### config.mk
export PLATFORM = sky130hd
export DESIGN_NAME = alu_seq_ctrl
export DESIGN_NICKNAME = d
export VERILOG_FILES = /design/src/rtl/alu_seq_ctrl.sv
export SDC_FILE = /design/constraint.sdc
export NUM_CORES = 1
export LEC_CHECK = 0
export CAP_MARGIN = 10
export CORE_ASPECT_RATIO = 1.4
export CORE_MARGIN = 3
export CORE_UTILIZATION = 54
export DETAILED_ROUTE_END_ITERATION = 8
export PLACE_DENSITY = 0.95
export SKIP_CTS_REPAIR_TIMING = 1
export SYNTH_ARGS = -nofsm -noshare
export SYNTH_HDL_FRONTEND = slang
export SYNTH_SLANG_ARGS = --single-unit
### constraint.sdc
create_clock -name clk -period 2.95 [get_ports clk]
set_clock_uncertainty 0.2 [all_clocks]
set_input_delay 0.7375 -clock clk [delete_from_list [all_inputs] [get_ports clk]]
set_output_delay 0.7375 -clock clk [all_outputs]
set_load 0.02 [all_outputs]
### src/rtl/alu_seq_ctrl.sv
// Multi-cycle sequencer for the alu_regfile datapath: fetches one- or two-beat
// instructions, drives a single EXEC cycle, then commits via WB or redirects the pc.
module alu_seq_ctrl #(
  parameter logic [7:0] PC_RESET    = 8'h00,
  parameter bit         HALT_ON_OVF = 1'b0
) (
  input  logic       clk,
  input  logic       rst,
  input  logic       instr_valid,
  input  logic [7:0] instr_data,
  output logic       instr_ready,
  input  logic [7:0] alu_result,
  input  logic       alu_ovf,
  input  logic       alu_take_branch,
  output logic       RegWrite,
  output logic [1:0] ReadAddr1,
  output logic [1:0] ReadAddr2,
  output logic [1:0] WriteAddr,
  output logic [8:0] WriteData,
  output logic [7:0] Instr_i,
  output logic       ALUSrc1,
  output logic       ALUSrc2,
  output logic [2:0] ALUOp,
  output logic [7:0] pc,
  output logic       redirect,
  output logic       ovf_sticky,
  output logic       halted
);

  localparam int unsigned DW  = 8;
  localparam int unsigned AW  = 2;
  localparam int unsigned OPW = 3;

  typedef enum logic [2:0] {
    S_FETCH = 3'd0,
    S_IMM   = 3'd1,
    S_EXEC  = 3'd2,
    S_WB    = 3'd3,
    S_HALT  = 3'd4
  } state_t;

  state_t r_state;
  state_t w_state_nxt;

  // Decoded instruction latch
  logic [OPW-1:0] r_op,  w_op_nxt;
  logic [AW-1:0]  r_rd,  w_rd_nxt;
  logic [AW-1:0]  r_rs2, w_rs2_nxt;
  logic           r_imm, w_imm_nxt;
  logic [DW-1:0]  r_ipc, w_ipc_nxt;

  logic           r_ready,    w_ready_nxt;
  logic           r_regwrite, w_regwrite_nxt;
  logic [AW-1:0]  r_ra1,      w_ra1_nxt;
  logic [AW-1:0]  r_ra2,      w_ra2_nxt;
  logic [AW-1:0]  r_wa,       w_wa_nxt;
  logic [DW:0]    r_wd,       w_wd_nxt;
  logic [DW-1:0]  r_instr_i,  w_instr_i_nxt;
  logic           r_src1,     w_src1_nxt;
  logic           r_src2,     w_src2_nxt;
  logic [OPW-1:0] r_aluop,    w_aluop_nxt;
  logic [DW-1:0]  r_pc,       w_pc_nxt;
  logic           r_redirect, w_redirect_nxt;
  logic           r_sticky,   w_sticky_nxt;
  logic           r_halted,   w_halted_nxt;

  logic w_xfer;
  logic w_halt;
  logic w_branch;

  assign w_xfer   = instr_valid & r_ready;
  assign w_halt   = HALT_ON_OVF & alu_ovf;
  assign w_branch = alu_take_branch & r_imm;

  // State register
  always_ff @(posedge clk) begin
    if (rst) r_state <= S_FETCH;
    else     r_state <= w_state_nxt;
  end

  // Next-state logic; overflow halt outranks branch, branch outranks writeback
  always_comb begin
    w_state_nxt = r_state;
    case (r_state)
      S_FETCH: if (w_xfer) w_state_nxt = instr_data[0] ? S_IMM : S_EXEC;
      S_IMM:   if (w_xfer) w_state_nxt = S_EXEC;
      S_EXEC: begin
        if (w_halt)        w_state_nxt = S_HALT;
        else if (w_branch) w_state_nxt = S_FETCH;
        else               w_state_nxt = S_WB;
      end
      S_WB:    w_state_nxt = S_FETCH;
      S_HALT:  w_state_nxt = S_HALT;
      default: w_state_nxt = S_FETCH;
    endcase
  end

  // Next values of the registered outputs and the instruction latch
  always_comb begin
    w_op_nxt       = r_op;
    w_rd_nxt       = r_rd;
    w_rs2_nxt      = r_rs2;
    w_imm_nxt      = r_imm;
    w_ipc_nxt      = r_ipc;
    w_regwrite_nxt = 1'b0;
    w_redirect_nxt = 1'b0;
    w_ra1_nxt      = r_ra1;
    w_ra2_nxt      = r_ra2;
    w_wa_nxt       = r_wa;
    w_wd_nxt       = r_wd;
    w_instr_i_nxt  = r_instr_i;
    w_src1_nxt     = r_src1;
    w_src2_nxt     = r_src2;
    w_aluop_nxt    = r_aluop;
    w_pc_nxt       = r_pc;
    w_sticky_nxt   = r_sticky;
    w_ready_nxt    = (w_state_nxt == S_FETCH) || (w_state_nxt == S_IMM);
    w_halted_nxt   = (w_state_nxt == S_HALT);
    case (r_state)
      S_FETCH: begin
        if (w_xfer) begin
          w_pc_nxt  = r_pc + DW'(1);
          w_ipc_nxt = r_pc;
          w_op_nxt  = instr_data[7:5];
          w_rd_nxt  = instr_data[4:3];
          w_rs2_nxt = instr_data[2:1];
          w_imm_nxt = instr_data[0];
          // Register-only form goes straight to EXEC, so selects load now
          if (!instr_data[0]) begin
            w_ra1_nxt   = instr_data[4:3];
            w_ra2_nxt   = instr_data[2:1];
            w_aluop_nxt = instr_data[7:5];
            w_src1_nxt  = 1'b0;
            w_src2_nxt  = 1'b0;
          end
        end
      end
      S_IMM: begin
        if (w_xfer) begin
          w_pc_nxt      = r_pc + DW'(1);
          w_instr_i_nxt = instr_data;
          w_ra1_nxt     = r_rd;
          w_ra2_nxt     = r_rs2;
          w_aluop_nxt   = r_op;
          w_src1_nxt    = (r_rs2 == AW'(3));
          w_src2_nxt    = 1'b1;
        end
      end
      S_EXEC: begin
        w_wd_nxt     = {alu_ovf, alu_result};
        w_sticky_nxt = r_sticky | alu_ovf;
        if (!w_halt) begin
          if (w_branch) begin
            w_pc_nxt       = r_ipc + r_instr_i;
            w_redirect_nxt = 1'b1;
          end else begin
            w_regwrite_nxt = 1'b1;
            w_wa_nxt       = r_rd;
          end
        end
      end
      default: ;
    endcase
  end

  // Output and latch registers
  always_ff @(posedge clk) begin
    if (rst) begin
      r_op       <= '0;
      r_rd       <= '0;
      r_rs2      <= '0;
      r_imm      <= 1'b0;
      r_ipc      <= '0;
      r_ready    <= 1'b1;
      r_regwrite <= 1'b0;
      r_ra1      <= '0;
      r_ra2      <= '0;
      r_wa       <= '0;
      r_wd       <= '0;
      r_instr_i  <= '0;
      r_src1     <= 1'b0;
      r_src2     <= 1'b0;
      r_aluop    <= '0;
      r_pc       <= PC_RESET;
      r_redirect <= 1'b0;
      r_sticky   <= 1'b0;
      r_halted   <= 1'b0;
    end else begin
      r_op       <= w_op_nxt;
      r_rd       <= w_rd_nxt;
      r_rs2      <= w_rs2_nxt;
      r_imm      <= w_imm_nxt;
      r_ipc      <= w_ipc_nxt;
      r_ready    <= w_ready_nxt;
      r_regwrite <= w_regwrite_nxt;
      r_ra1      <= w_ra1_nxt;
      r_ra2      <= w_ra2_nxt;
      r_wa       <= w_wa_nxt;
      r_wd       <= w_wd_nxt;
      r_instr_i  <= w_instr_i_nxt;
      r_src1     <= w_src1_nxt;
      r_src2     <= w_src2_nxt;
      r_aluop    <= w_aluop_nxt;
      r_pc       <= w_pc_nxt;
      r_redirect <= w_redirect_nxt;
      r_sticky   <= w_sticky_nxt;
      r_halted   <= w_halted_nxt;
    end
  end

  assign instr_ready = r_ready;
  assign RegWrite    = r_regwrite;
  assign ReadAddr1   = r_ra1;
  assign ReadAddr2   = r_ra2;
  assign WriteAddr   = r_wa;
  assign WriteData   = r_wd;
  assign Instr_i     = r_instr_i;
  assign ALUSrc1     = r_src1;
  assign ALUSrc2     = r_src2;
  assign ALUOp       = r_aluop;
  assign pc          = r_pc;
  assign redirect    = r_redirect;
  assign ovf_sticky  = r_sticky;
  assign halted      = r_halted;

endmodule
# [Word-level counts from Yosys, hierarchy flattened]
# Cells that the tools add are included.
[totals] ff_bits=60 in_bits=21 output_inout_bits=41 wordCells=78
[classes] add_sub_neg=2 n_eq_ne=11 muxes=28 bitwise=5 reduce_logical=12
[ops] operator="2-to-1 mux 2 bit" count=8
[ops] operator="2-to-1 mux 8 bit" count=2
[ops] operator="one-hot mux 8 bit (2 select lines)" count=1
[ops] operator="2-to-1 mux 3 bit" count=5
[ops] operator="one-hot mux 3 bit (4 select lines)" count=1
[ops] operator="adder 8 x 1 -> 8 bit (second input constant)" count=1
[ops] operator="adder 8 bit" count=1
[ops] operator="!= test 2 bit (second input constant)" count=4
[ops] operator="one-hot mux 2 bit (2 select lines)" count=2
[ops] operator="== test 3 x 1 -> 1 bit (second input constant)" count=2
[ops] operator="== test 3 bit (second input constant)" count=2
[ops] operator="logical NOT 3 bit" count=2
[ops] operator="2-to-1 mux 1 bit" count=6
[ops] operator="one-hot mux 3 bit (2 select lines)" count=1
[ops] operator="AND reduction 2 bit" count=3
[ops] operator="one-hot mux 1 bit (2 select lines)" count=2
[ops] operator="AND reduction 4 bit" count=1
[ops] operator="nonzero test 2 bit" count=2
[ops] operator="OR reduction 2 bit" count=2
[ops] operator="== test 3 x 2 -> 1 bit (second input constant)" count=1
[ops] operator="AND reduction 3 bit" count=1
[ops] operator="AND 1 bit" count=2
[ops] operator="== test 2 bit (second input constant)" count=1
[ops] operator="!= test 2 x 1 -> 1 bit (second input constant)" count=1
[ops] operator="3 further kinds" count=4

# [Depth between registers and ports, before layout]
[logic_depth] ltp_word=5 mapped_depth=8 depth_no_buf=8

# [Worst setup path after synthesis]
# No wires, ideal clock.
[synth_timing] kind="flip-flop to flip-flop" start="register r_instr_i[0], in the netlist Instr_i[0]" end="register r_pc[6], in the netlist pc[6]" t_arrival_ns=1.726 required_time_ns=2.618 slack_ns=0.892 path_stages_with_launch=9 synth_period_minus_slack_ns=2.058 path_cell_list="dfxtp_1 -> ha_1 -> inv_1 -> fa_1 -> nor2b_1 -> nor3_1 -> o21bai_1 -> mux2i_1 -> o311ai_1"
[synth_between] elab_chain_len=3
[synth_lines] element="start: declaration" line_no="58" text="logic [DW-1:0] r_instr_i, w_instr_i_nxt;"
[synth_lines] element="start signal: assignment" line_no="200" text="r_instr_i <= w_instr_i_nxt;"
[synth_lines] element="adder 8 bit" line_no="154" text="w_pc_nxt = r_ipc + r_instr_i;"
[synth_lines] element="2-to-1 mux 8 bit" line_no="153" text="if (w_branch) begin"
[synth_lines] element="one-hot mux 8 bit (2 select lines)" line_no="119" text="case (r_state)"
[synth_lines] element="end signal: assignment" line_no="204" text="r_pc <= w_pc_nxt;"
[synth_lines] element="end: declaration" line_no="62" text="logic [DW-1:0] r_pc, w_pc_nxt;"
# No other way between the ends. The select of a mux whose other input is x is not followed.
# A chain may end at the register's enable or synchronous reset.

# [Final worst setup path]
[layout_timing] start="register r_pc[3], in the netlist pc[3]" end="output pc[3]"
[layout_lines] element="end: declaration" line_no="24" text="output logic [7:0] pc,"
# No word-level cell between the ends.

==> metrics <==
H-tree Lvls 3; layout cells sized above 1 9.30%; first-pass GRT wire length 12300 µm; CP startpoint kind flip-flop; Post-Route Setup TNS 0 ns; DR vias/cell 5.87; Leakage Power 1.26 nW; clk_lat worst skew between 0.3 and 0.4 ns; placed cells 433; initial DRC count 225; Seq/Total Area, Yosys around 44%; antenna viol nets, final 0; kind of critical path reg2out; Die X 66.0 µm; row cnt 29; hold path cells 2; die area 5940 µm²; Fillers 311; status completed; clk slew on worst S/H paths about 0.080 ns; Yosys cell types 47; cell family with most CP delay buffers and inverters; largest stage delay on the critical path 0.67 ns; Syn Inst Count 320; Mapped Area 2720 µm²; RSZ-0062 raised after global routing no; Hold Fails Final Rpt 0; initial antenna violation count 0; Syn Area/Cell 8.51 µm²; CTS tree yes; most frequent cells in the layout nand2_1 (64), dfxtp_1 (60), clkdlybuf4s50_1 (60); wire length per cell 16.6 µm; crit path DAT around 1.5 ns; total length of routed wires 7440 µm; total grt overflow 0; fmax 407 MHz; Final Critical Period 2.46 ns; number of detailed-route iterations in the first pass 4; power per standard cell area about 590 nW/µm²; core area 4680 µm²; Power, Total 2.13 mW; worst path buffer plus inverter count 1; Max-Cap Viols 0; clock sink count 60; Final Non-Filler Cells 449; Worst Tran Pin Value 0.674 ns; reg2reg path depth 5; Area Overhead vs Synth 32.0%; Worst Path Max Fanout 7; largest net degree at the start of global routing 33; EDFF count, synth 0; Yosys warning count 0; I/O Buffers 61; DP HPWL 5120 µm; Post-synth ARST share 0%; total CTS buffers 9; nets 412; logic depth of the worst path, buffers included 1; Ports 62; worst hold margin 0.259 ns; most common cell after layout, fill and taps aside nand2_1; Critical Path RT 2.01 ns; via count 2635; CP max-delay cell clkdlybuf4s50_1; final worst-path cycle share 83.2%; Seq cells post-synth 60; die height approximately 90 µm; total track usage 26.5%; Synth Flop Type dfxtp_1; vias in the first global route 2654; Finished Core Util 76.8%; CTS Root Cell clkbuf_8; Peak supply drop approximately 340 µV; Net Count, Synth 350; Hold Crit Class reg2reg; CP Capture Type output pin; Setup violations, final 0; Starting Density 58.2%; # diodes 0; Pins Over Slew Limit 0; crit path cell chain clkdlybuf4s50_1; Slew HR 55.1%; GP Congestion 0.878; clk buf depth 2; Remaining DRCs 0
==> final cells by class <==
| class | instances | area, µm² | area share (%) |
|---|---|---|---|
| clock buffers | 9 | 124 | 3.45 |
| flip-flops and latches | 60 | 1200 | 33.4 |
| well taps | 62 | 77.6 | 2.16 |
| multi-input cells | 237 | 1410 | 39.2 |
| clock inverters | 7 | 100 | 2.78 |
| inverters | 5 | 18.8 | 0.522 |
| repair buffers | 69 | 666 | 18.5 |
==> through the flow <==
stage | area, µm² | setup slack [ns]
finish | 3590 | 0.495
global route | 3590 | 0.430
CTS | 3590 | 0.495
detailed placement | 3370 | 0.263
global placement | 3370 | 0.393
floorplan | 2720 | 0.892
==> path summary, 6_finish.rpt <==
check | from | end | slack (ns)
setup / recovery | pc[3] | pc[3] | 0.49
hold / removal | r_op[2] | r_op[2] | 0.26
setup reg to reg | r_state[1] | pc[2] | 0.68
hold reg to reg | r_op[2] | r_op[2] | 0.26
==> flip-flops by register name, indices dropped and copies added (netlist names) <==
register     count
WriteData        9
Instr_i          8
pc               8
r_ipc            8
ALUOp            3
r_op             3
r_state          3
ReadAddr1        2
ReadAddr2        2
WriteAddr        2
r_rd             2
r_rs2            2
ALUSrc1          1
ALUSrc2          1
RegWrite         1
halted           1
instr_ready      1
ovf_sticky       1
r_imm            1
redirect         1
==> synthesized netlist by cell type (2+ instances only) <==
master,instances,area share [%]
nand2_1,64,8.8
dfxtp_1,60,44
a21oi_1,39,7.2
nor2_1,32,4.4
mux2i_1,17,6.2
a211oi_1,9,2.5
clkbuf_1,8,1.1
ha_1,8,3.7
nand3_1,7,1.3
o21ai_0,6,1.1
nor3_1,5,0.92
o21ai_1,5,0.92
a31oi_1,4,0.92
inv_1,4,0.55
buf_2,3,0.55
buf_6,3,1.2
nand4_1,3,0.69
nor2b_1,3,0.69
xnor2_1,3,0.97
a21o_1,2,0.55
a21oi_2,2,0.64
buf_1,2,0.28
buf_4,2,0.55
nor4_1,2,0.46
nor4b_1,2,0.64
o211ai_1,2,0.55
o21bai_1,2,0.55
xor2_1,2,0.64
==> logic make-up (layout without fill, tap and decap cells) <==
kind of cell,after synthesis,count (layout),share of synthesized area [%]
adders and majority gates,9,9,4.41
and+or+nand+nor,130,130,22.2
AOI/OAI and AO/OA,76,76,17.0
xor gates and xnor gates,5,5,1.61
muxes,17,17,6.25
buffers and inverters,23,90,4.41
DFF,60,60,44.1
==> routing by layer <==
layer | vias up | part of all wire [%] | global-route usage (%)
met2 | 97 | 52 | 44.0
met3 | 31 | 4.7 | 5.36
met5 | - | 0 | 0
met4 | 0 | 4.6 | 17.5
met1 | 1270 | 39 | 29.8
li1 | 1237 | - | -
==> report_power, final <==
part | internal, mW | switching (mW) | total, mW
Combinational | 0.170 | 0.225 | 0.395
Clock | 0.481 | 0.346 | 0.827
Sequential | 0.862 | 0.0484 | 0.911
Total | 1.51 | 0.619 | 2.13
Note: power is estimated with default switching activity, not from simulation.
